### src/rtl/cacheline_mem_arbiter_if.sv
// Cacheline-wide request/response bus shared by both cache ports and the memory side.
// The master drives strobes, address and write data; the slave returns resp and read data.
interface cacheline_mem_arbiter_if #(
  parameter int ADDR_WIDTH = 32,
  parameter int LINE_WIDTH = 256
) ();
  logic                  read;
  logic                  write;
  logic [ADDR_WIDTH-1:0] address;
  logic [LINE_WIDTH-1:0] wdata;
  logic                  resp;
  logic [LINE_WIDTH-1:0] rdata;

  modport master (
    output read, write, address, wdata,
    input  resp, rdata
  );

  modport slave (
    input  read, write, address, wdata,
    output resp, rdata
  );
endinterface

### src/rtl/cacheline_mem_arbiter.sv
// Arbitrates one cacheline memory port between the I-cache (port_a) and the D-cache (port_b).
// The D-cache has priority; a saturating counter hands the port to the I-cache after STARVE_LIMIT losses.
module cacheline_mem_arbiter #(
  parameter int ADDR_WIDTH   = 32,
  parameter int LINE_WIDTH   = 256,
  parameter int STARVE_LIMIT = 4
) (
  input  logic                    clk,
  input  logic                    rst,
  cacheline_mem_arbiter_if.slave  port_a,
  cacheline_mem_arbiter_if.slave  port_b,
  cacheline_mem_arbiter_if.master mem,
  output logic                    busy
);

  localparam logic [2:0] IDLE    = 3'd0;
  localparam logic [2:0] SERVE_A = 3'd1;
  localparam logic [2:0] SERVE_B = 3'd2;
  localparam logic [2:0] DONE_A  = 3'd3;
  localparam logic [2:0] DONE_B  = 3'd4;

  localparam logic [3:0] LIMIT = 4'(STARVE_LIMIT);

  logic [2:0]            state_reg, state_next;
  logic [3:0]            starve_cnt_reg, starve_cnt_next;
  logic                  op_write_reg, op_write_next;
  logic [ADDR_WIDTH-1:0] address_reg, address_next;
  logic [LINE_WIDTH-1:0] wdata_reg, wdata_next;
  logic                  req_a, req_b;
  logic                  serving;
  logic [LINE_WIDTH-1:0] rdata_vec [2];

  assign req_a = port_a.read | port_a.write;
  assign req_b = port_b.read | port_b.write;

  always_comb begin
    state_next      = state_reg;
    starve_cnt_next = starve_cnt_reg;
    op_write_next   = op_write_reg;
    address_next    = address_reg;
    wdata_next      = wdata_reg;
    case (state_reg)
      IDLE: begin
        if (req_a && (!req_b || starve_cnt_reg == LIMIT)) begin
          state_next      = SERVE_A;
          op_write_next   = port_a.write;
          address_next    = port_a.address;
          wdata_next      = port_a.wdata;
          starve_cnt_next = '0;
        end else if (req_b) begin
          state_next    = SERVE_B;
          op_write_next = port_b.write;
          address_next  = port_b.address;
          wdata_next    = port_b.wdata;
          // Only losses while A is actually waiting count towards starvation.
          if (!req_a)
            starve_cnt_next = '0;
          else if (starve_cnt_reg >= LIMIT)
            starve_cnt_next = LIMIT;
          else
            starve_cnt_next = starve_cnt_reg + 4'd1;
        end
      end
      SERVE_A: if (mem.resp) state_next = DONE_A;
      SERVE_B: if (mem.resp) state_next = DONE_B;
      DONE_A:  state_next = IDLE;
      DONE_B:  state_next = IDLE;
      default: state_next = IDLE;
    endcase
  end

  always_ff @(posedge clk) begin
    if (rst) begin
      state_reg      <= IDLE;
      starve_cnt_reg <= '0;
      op_write_reg   <= 1'b0;
      address_reg    <= '0;
      wdata_reg      <= '0;
    end else begin
      state_reg      <= state_next;
      starve_cnt_reg <= starve_cnt_next;
      op_write_reg   <= op_write_next;
      address_reg    <= address_next;
      wdata_reg      <= wdata_next;
    end
  end

  // Per-port read-line holding registers; only a read completion on that port updates them.
  for (genvar gi = 0; gi < 2; gi++) begin : g_port
    localparam logic [2:0] SERVE_ST = (gi == 0) ? SERVE_A : SERVE_B;
    logic [LINE_WIDTH-1:0] rdata_reg;

    always_ff @(posedge clk) begin
      if (rst)
        rdata_reg <= '0;
      else if (state_reg == SERVE_ST && mem.resp && !op_write_reg)
        rdata_reg <= mem.rdata;
    end

    assign rdata_vec[gi] = rdata_reg;
  end

  assign serving     = (state_reg == SERVE_A) || (state_reg == SERVE_B);
  assign mem.read    = serving & ~op_write_reg;
  assign mem.write   = serving & op_write_reg;
  assign mem.address = address_reg;
  assign mem.wdata   = wdata_reg;

  assign port_a.resp  = (state_reg == DONE_A);
  assign port_b.resp  = (state_reg == DONE_B);
  assign port_a.rdata = rdata_vec[0];
  assign port_b.rdata = rdata_vec[1];

  assign busy = (state_reg != IDLE);

endmodule

### src/flat_wrapper.sv
// flat-port wrapper written by rule: the top's interface ports become plain ports
module cacheline_mem_arbiter_flat 
#(
  parameter int ADDR_WIDTH   = 32,
  parameter int LINE_WIDTH   = 256,
  parameter int STARVE_LIMIT = 4
)
  (clk, rst, busy, port_a_read, port_a_write, port_a_address, port_a_wdata, port_a_resp, port_a_rdata, port_b_read, port_b_write, port_b_address, port_b_wdata, port_b_resp, port_b_rdata, mem_read, mem_write, mem_address, mem_wdata, mem_resp, mem_rdata);
  cacheline_mem_arbiter_if #(.ADDR_WIDTH(ADDR_WIDTH), .LINE_WIDTH(LINE_WIDTH)) port_a_i ();
  cacheline_mem_arbiter_if #(.ADDR_WIDTH(ADDR_WIDTH), .LINE_WIDTH(LINE_WIDTH)) port_b_i ();
  cacheline_mem_arbiter_if #(.ADDR_WIDTH(ADDR_WIDTH), .LINE_WIDTH(LINE_WIDTH)) mem_i ();
  input  logic clk;
  input  logic rst;
  output logic busy;
  input wire logic [$bits(port_a_i.read)-1:0] port_a_read;
  input wire logic [$bits(port_a_i.write)-1:0] port_a_write;
  input wire logic [$bits(port_a_i.address)-1:0] port_a_address;
  input wire logic [$bits(port_a_i.wdata)-1:0] port_a_wdata;
  output wire logic [$bits(port_a_i.resp)-1:0] port_a_resp;
  output wire logic [$bits(port_a_i.rdata)-1:0] port_a_rdata;
  input wire logic [$bits(port_b_i.read)-1:0] port_b_read;
  input wire logic [$bits(port_b_i.write)-1:0] port_b_write;
  input wire logic [$bits(port_b_i.address)-1:0] port_b_address;
  input wire logic [$bits(port_b_i.wdata)-1:0] port_b_wdata;
  output wire logic [$bits(port_b_i.resp)-1:0] port_b_resp;
  output wire logic [$bits(port_b_i.rdata)-1:0] port_b_rdata;
  output wire logic [$bits(mem_i.read)-1:0] mem_read;
  output wire logic [$bits(mem_i.write)-1:0] mem_write;
  output wire logic [$bits(mem_i.address)-1:0] mem_address;
  output wire logic [$bits(mem_i.wdata)-1:0] mem_wdata;
  input wire logic [$bits(mem_i.resp)-1:0] mem_resp;
  input wire logic [$bits(mem_i.rdata)-1:0] mem_rdata;
  assign port_a_i.read = port_a_read;
  assign port_a_i.write = port_a_write;
  assign port_a_i.address = port_a_address;
  assign port_a_i.wdata = port_a_wdata;
  assign port_a_resp = port_a_i.resp;
  assign port_a_rdata = port_a_i.rdata;
  assign port_b_i.read = port_b_read;
  assign port_b_i.write = port_b_write;
  assign port_b_i.address = port_b_address;
  assign port_b_i.wdata = port_b_wdata;
  assign port_b_resp = port_b_i.resp;
  assign port_b_rdata = port_b_i.rdata;
  assign mem_read = mem_i.read;
  assign mem_write = mem_i.write;
  assign mem_address = mem_i.address;
  assign mem_wdata = mem_i.wdata;
  assign mem_i.resp = mem_resp;
  assign mem_i.rdata = mem_rdata;
  cacheline_mem_arbiter #(.ADDR_WIDTH(ADDR_WIDTH), .LINE_WIDTH(LINE_WIDTH), .STARVE_LIMIT(STARVE_LIMIT)) u_core (.clk(clk), .rst(rst), .port_a(port_a_i), .port_b(port_b_i), .mem(mem_i), .busy(busy));
endmodule
### config.mk
export PLATFORM = sky130hd
export DESIGN_NAME = cacheline_mem_arbiter_flat
export DESIGN_NICKNAME = d
export VERILOG_FILES = /design/src/rtl/cacheline_mem_arbiter_if.sv /design/src/rtl/cacheline_mem_arbiter.sv /design/src/flat_wrapper.sv
export SDC_FILE = /design/constraint.sdc
export NUM_CORES = 2
export LEC_CHECK = 0
export BUFFER_PORTS_ARGS = -buffer_cell sky130_fd_sc_hd__buf_2
export CORE_AREA = 2 2 647 649
export CTS_BUF_LIST = sky130_fd_sc_hd__clkbuf_4 sky130_fd_sc_hd__clkbuf_8
export DETAILED_ROUTE_END_ITERATION = 7
export DIE_AREA = 0 0 649 651
export GPL_ROUTABILITY_DRIVEN = 0
export SETUP_SLACK_MARGIN = 0.02
export SLEW_MARGIN = 10
export SYNTH_ARGS = -nofsm -noshare
export SYNTH_HDL_FRONTEND = slang
export SYNTH_SLANG_ARGS = --single-unit
### constraint.sdc
create_clock -name clk -period 1.74 [get_ports clk]
set_input_delay 0.348 -clock clk [delete_from_list [all_inputs] [get_ports clk]]
set_output_delay 0.348 -clock clk [all_outputs]
set_load 0.01 [all_outputs]
# Word level (Yosys, flattened, before mapping)

Cells that the tools add are included.

Register bits after elaboration: 808
Bits of input ports: 839

Add/subtract/negate cells: 1
$lt $le $gt $ge: 1
Equality and inequality tests: 8
Muxes and demuxes: 15
Bitwise operators: 5
Reduce and logical (&&, ||, !) cells: 14

Operators by type and width:

| cell                                                  | count |
|---|---|
| two-way mux 256 bit                                   | 2 |
| two-way mux 32 bit                                    | 2 |
| two-way mux 4 bit                                     | 4 |
| two-way mux 3 bit                                     | 4 |
| one-hot mux 3 bit (3 select lines)                    | 1 |
| == test 3 x 2 -> 1 bit, second input constant         | 2 |
| logical AND 1 bit                                     | 5 |
| adder 4 x 1 -> 4 bit, second input constant           | 1 |
| == test 4 x 3 -> 1 bit, second input constant         | 1 |
| >= comparator 4 x 3 -> 1 bit, second input constant   | 1 |
| inequality test 2 bit, second input constant          | 2 |
| == test 3 x 1 -> 1 bit, second input constant         | 1 |
| == test 3 bit, second input constant                  | 1 |
| zero test 3 bit                                       | 1 |
| inequality test 3 x 1 -> 1 bit, second input constant | 1 |
| AND reduction 3 bit                                   | 1 |
| nonzero test 3 bit                                    | 1 |
| AND 1 bit                                             | 2 |
| zero test 1 bit                                       | 2 |
| logical OR 1 bit                                      | 2 |
| two-way mux 1 bit                                     | 2 |
| OR 1 bit                                              | 2 |
| AND reduction 2 bit                                   | 1 |
| nonzero test 2 bit                                    | 1 |
| inverter 1 bit                                        | 1 |

# Longest topological paths before layout

Word-level depth: 6
Depth in mapped cells: 9
Mapped depth without buffers: 6

# Worst setup path after synthesis

Ideal clock, no wire load.

Kind: register to register
Start point: reg u_core.starve_cnt_reg[0]
End point: reg u_core.wdata_reg[100] (netlist: u_core.mem.wdata[100])
Setup time: 0.115 ns
Arrival time: 1.513 ns
Data required time: 1.625 ns
Slack: 0.111 ns
Stages on the path, launching flop included: 10
Buffers on the path: 3
Cell sequence: dfxtp_1 -> inv_1 -> ha_1 -> nand3b_1 -> a21oi_1 -> buf_4 -> buf_6 -> buf_4 -> mux2i_1 -> o2bb2ai_2

Word-level cells in the longest chain between the ends: 5
Elaborated cells on any way between the ends: 6

RTL lines:

| what                                 | RTL line                    | text |
|---|---|---|
| start, declared                      | cacheline_mem_arbiter.sv:25 | `logic [3:0] starve_cnt_reg, starve_cnt_next;` |
| start signal, assigned               | cacheline_mem_arbiter.sv:81 | `starve_cnt_reg <= starve_cnt_next;` |
| == test 4 x 3 -> 1 bit *             | cacheline_mem_arbiter.sv:44 | `if (req_a && (!req_b \|\| starve_cnt_reg == LIMIT)) begin` |
| logical OR 1 bit *                   | cacheline_mem_arbiter.sv:44 |  |
| logical AND 1 bit *                  | cacheline_mem_arbiter.sv:44 |  |
| nonzero test 2 bit (no source line)  | n/a                         |  |
| AND reduction 2 bit (no source line) | n/a                         |  |
| end signal, assigned                 | cacheline_mem_arbiter.sv:84 | `wdata_reg <= wdata_next;` |
| end, declared                        | cacheline_mem_arbiter.sv:28 | `logic [LINE_WIDTH-1:0] wdata_reg, wdata_next;` |

Every way passes the cells marked *; elsewhere a longest branch is shown, timed or not.
A chain may end at the register's enable or synchronous reset.

# Worst setup path in the final report

Start point: reg u_core.state_reg[1]
End point: out mem_read

Word-level cells in the longest chain between the ends: 3
Elaborated cells on any way between the ends: 4

RTL lines:

| what                                                             | RTL line                     | text |
|---|---|---|
| start, declared                                                  | cacheline_mem_arbiter.sv:24  | `logic [2:0] state_reg, state_next;` |
| start signal, assigned                                           | cacheline_mem_arbiter.sv:80  | `state_reg <= state_next;` |
| == test 3 x 1 -> 1 bit or == test 3 x 2 -> 1 bit (tied branches) | cacheline_mem_arbiter.sv:103 | `assign serving = (state_reg == SERVE_A) \|\| (state_reg == SERVE_B);` |
| logical OR 1 bit *                                               | cacheline_mem_arbiter.sv:103 |  |
| AND 1 bit *                                                      | cacheline_mem_arbiter.sv:104 | `assign mem.read = serving & ~op_write_reg;` |
| end, declared                                                    | flat_wrapper.sv:27           | `output wire logic [$bits(mem_i.read)-1:0] mem_read;` |

Marks and branches as above.

==> results.py <==
metrics = {
    "clock_tree": {
        "clkLatencyLatePin_ns": 0.97,
        "clockBufferDepth": 4,
        "root_buffer": "clkbuf_8",
        "cts-htree-levels": 4,
        "cts_tree": "yes",
        "numCtsBuffers": 159,
        "cts_sinks": 808,
        "path_clk_slew_ns": 0.06,
    },
    "critical_path": {
        "worst_path_max_delay_cell": "dfxtp_4",
        "cpMostUsedCell": "buf_6",
        "ff2ff_path_depth": 11,
        "path_cells": "buf_6 > xnor2_4 > nor3_2 > buf_6",
        "slowest_delay_ns": 0.36,
        "rr_endpoint": "u_core.mem.wdata[118]",
        "critPathKind": "reg -> out",
        "cp.required_ns": 1.39,
        "crit_path_start": "u_core.state_reg[1]",
        "reg2reg_from": "u_core.starve_cnt_reg[0]",
        "cp-end-kind": "output port",
        "startpoint_type": "register",
        "crit_fanout": 4,
        "r2r_slack_ns": -0.54,
        "critical_path_arrival_ns": 1.96,
        "critPathCapture": "mem_read",
    },
    "sta": {
        "period_share_pct": 133,
        "clock.fmax_mhz": 433,
        "fin_tns_setup_ns": -168.52,
        "tightest_slew_ns": 0.733,
        "period_needed_ns": 2.31,
        "finalHoldViolations": 0,
        "relSlewSlack_pct": 51.1,
        "whs_ns": 0.174,
        "report.final.setup_viol": 1309,
        "skew_ns": 0.0904,
        "slew_violations": 0,
        "timing.final.ws_setup_ns": -0.571,
        "rsz0062_at_grt": "yes",
    },
    "detailed_routing": {
        "firstDrtPassIters": 6,
        "vias": 40883,
        "drt_iter0_markers": 4124,
        "vias_per_cell": 3.41,
        "drt.antenna.violating_nets": 0,
        "drc": 0,
        "wl_per_cell_um": 30.1,
        "routed_wl_um": 361000,
    },
    "synthesis": {
        "synth_top_area_cell": "dfxtp_1",
        "yosys.cell_types.count": 38,
        "synth_top_area_share_pct": 51.7,
        "synth-main-ff-cell": "dfxtp_1",
        "ys_ff_latch": 808,
        "postSynthAreaPerCell_um2": 9.65,
        "synth_warnings": 0,
        "syn_nets": 4081,
        "synth-seq-area-share_pct": 51.7,
        "yosys-top-cells-area": "dfxtp_1, nand2_1, o2bb2ai_2, mux2i_1, a21oi_1",
        "async_flop_share_pct": 0,
        "synth_area_mm2": 0.0313,
        "synth_edf_count": 0,
        "synthCells": 3240,
    },
    "pwr": {
        "irDropWorstVdd_v": 0.000947,
        "p_per_area_mw_per_mm2": 835,
        "power.leakage_uw": 0.0280,
    },
    "run_status": {
        "violations": "setup timing",
        "status": "complete, but fails checks",
    },
    "hold_path": {
        "hp-class": "in -> reg",
    },
    "run": {
        "drv_cap": 0,
    },
    "layout": {
        "drive_above_1_share_pct": 55.8,
        "finalNonFillerCells": 11991,
        "nets": 7054,
        "nFillCells": 45440,
        "area_growth_syn_to_layout_pct": 130,
        "multi_input_area_mm2": 0.0157,
        "seqCellArea_mm2": 0.0170,
    },
    "placed_design": {
        "io_buffer_count": 1643,
        "dp_hpwl_um": 288000,
        "dp.cells": 10357,
    },
    "die": {
        "die-area_mm2": 0.422,
        "ioPinCount": 1644,
        "fp-row-count": 237,
        "core-area_mm2": 0.415,
        "die_h_um": 651,
        "start_util_pct": 7.53,
        "die_w_um": 649,
    },
    "global_route": {
        "grt.overflow.total": 0,
        "first_global_vias": 39270,
        "grt_pass1_wl_um": 432000,
        "antenna_found_initial": 275,
        "grt_max_degree": 114,
        "grt_use_total_pct": 15.7,
    },
}
==> cell usage after synthesis (6+ instances only) <==
master / n
a21oi_1: 515
buf_1: 6
buf_2: 99
buf_4: 23
buf_6: 55
clkbuf_1: 88
dfxtp_1: 808
mux2i_1: 288
nand2_1: 1029
o2bb2ai_1: 78
o2bb2ai_2: 210
==> placed cells by master, fill, tap and decap left out, types with 4 or more instances in the layout <==
master            n
a21oi_2          45
clkinvlp_4        6
buf_4           352
clkbuf_16        23
dfxtp_2         514
clkinv_4          4
mux2i_1         114
clkinv_2         14
clkinv_8          5
buf_6           389
mux2i_4         104
a21oi_1         469
nand2_1         980
dlygate4sd3_1   886
buf_12          210
o2bb2ai_1        73
o2bb2ai_2       215
diode_2         162
dfxtp_1         250
bufinv_16         6
buf_16           30
clkbuf_4         48
clkbuf_8        192
nand2_4          47
mux2i_2          70
dfxtp_4          44
buf_2          1083
buf_8           110
==> repair_timing <==
item / in CTS / in global routing
hold buffers: 886 / 0
pin swaps: 7 / 109
hold endpoints to repair: 807 / 0
cloned: 27 / 26
buffers inserted: 231 / 54
endpoints found under the setup margin: 1297 / 1561
gates resized for setup: 2052 / 460
==> worst min path at each step <==
stage               slack, ns                startpoint  cells past startpoint                        to
global placement         0.44   u_core.port_a.rdata[18]                      2   u_core.port_a.rdata[18]
global route             0.06         port_a_address[4]                      4     u_core.mem.address[4]
detailed placement       0.44    u_core.mem.address[15]                      1    u_core.mem.address[15]
CTS                    0.0003             mem_rdata[44]                      4   u_core.port_a.rdata[44]
finish                   0.17             mem_rdata[21]                      4   u_core.port_a.rdata[21]
floorplan                0.46  u_core.starve_cnt_reg[0]                      2  u_core.starve_cnt_reg[0]
==> power breakdown <==
group / switching, uW / internal [uW]
clock: 10100 / 12000
sequential: 1230 / 20000
combinational: 8670 / 8080
==> cell type report <==
cell class,instances,area share (%)
sequential,808,23.6
tap,5497,9.55
clock inverter,40,0.666
inverter,4,0.0243
clock buffer,240,4.17
timing repair buffer,3083,39.7
multi-input combinational,2157,21.7
antenna,162,0.563
==> per-layer routing <==
layer,routed length (um),part of all wire [%],track usage [%]
met3,40400,11,6.92
met1,117000,33,15.5
met2,173000,48,26.8
met5,753,0.21,0.656
met4,28900,8.0,10.4
==> cells by family after synthesis <==
kind of cell | share of synthesized area (%)
AND/OR/NAND/NOR | 13.0
adder cells (fa/ha/maj) | 0.0800
AO/OA/AOI/OAI | 20.7
flip-flops | 51.7
buffers and inverters | 5.29
multiplexers | 9.22
XOR/XNOR | 0.0280
==> per-stage QoR <==
stage,power [uW],worst slack (ns),utilization [%],instance area (um^2)
2_1_floorplan,24900,0.111,-,31300
3_3_place_gp,31200,-0.700,11.4,47500
3_5_place_dp,31300,-0.717,11.4,47500
4_1_cts,59400,-0.763,16.6,68900
5_1_grt,62300,-0.739,17.3,71800
6_report,60100,-0.571,17.3,72000
==> worst max-delay path, delay by kind of cell (launching register included) <==
kind                      cells  cell delay (ns)
DFF                           1             0.36
buffers and inverters         2             0.30
and+or+nand+nor               1             0.19
xor gates and xnor gates      1             0.14
Note: power is estimated with default switching activity, not from simulation.
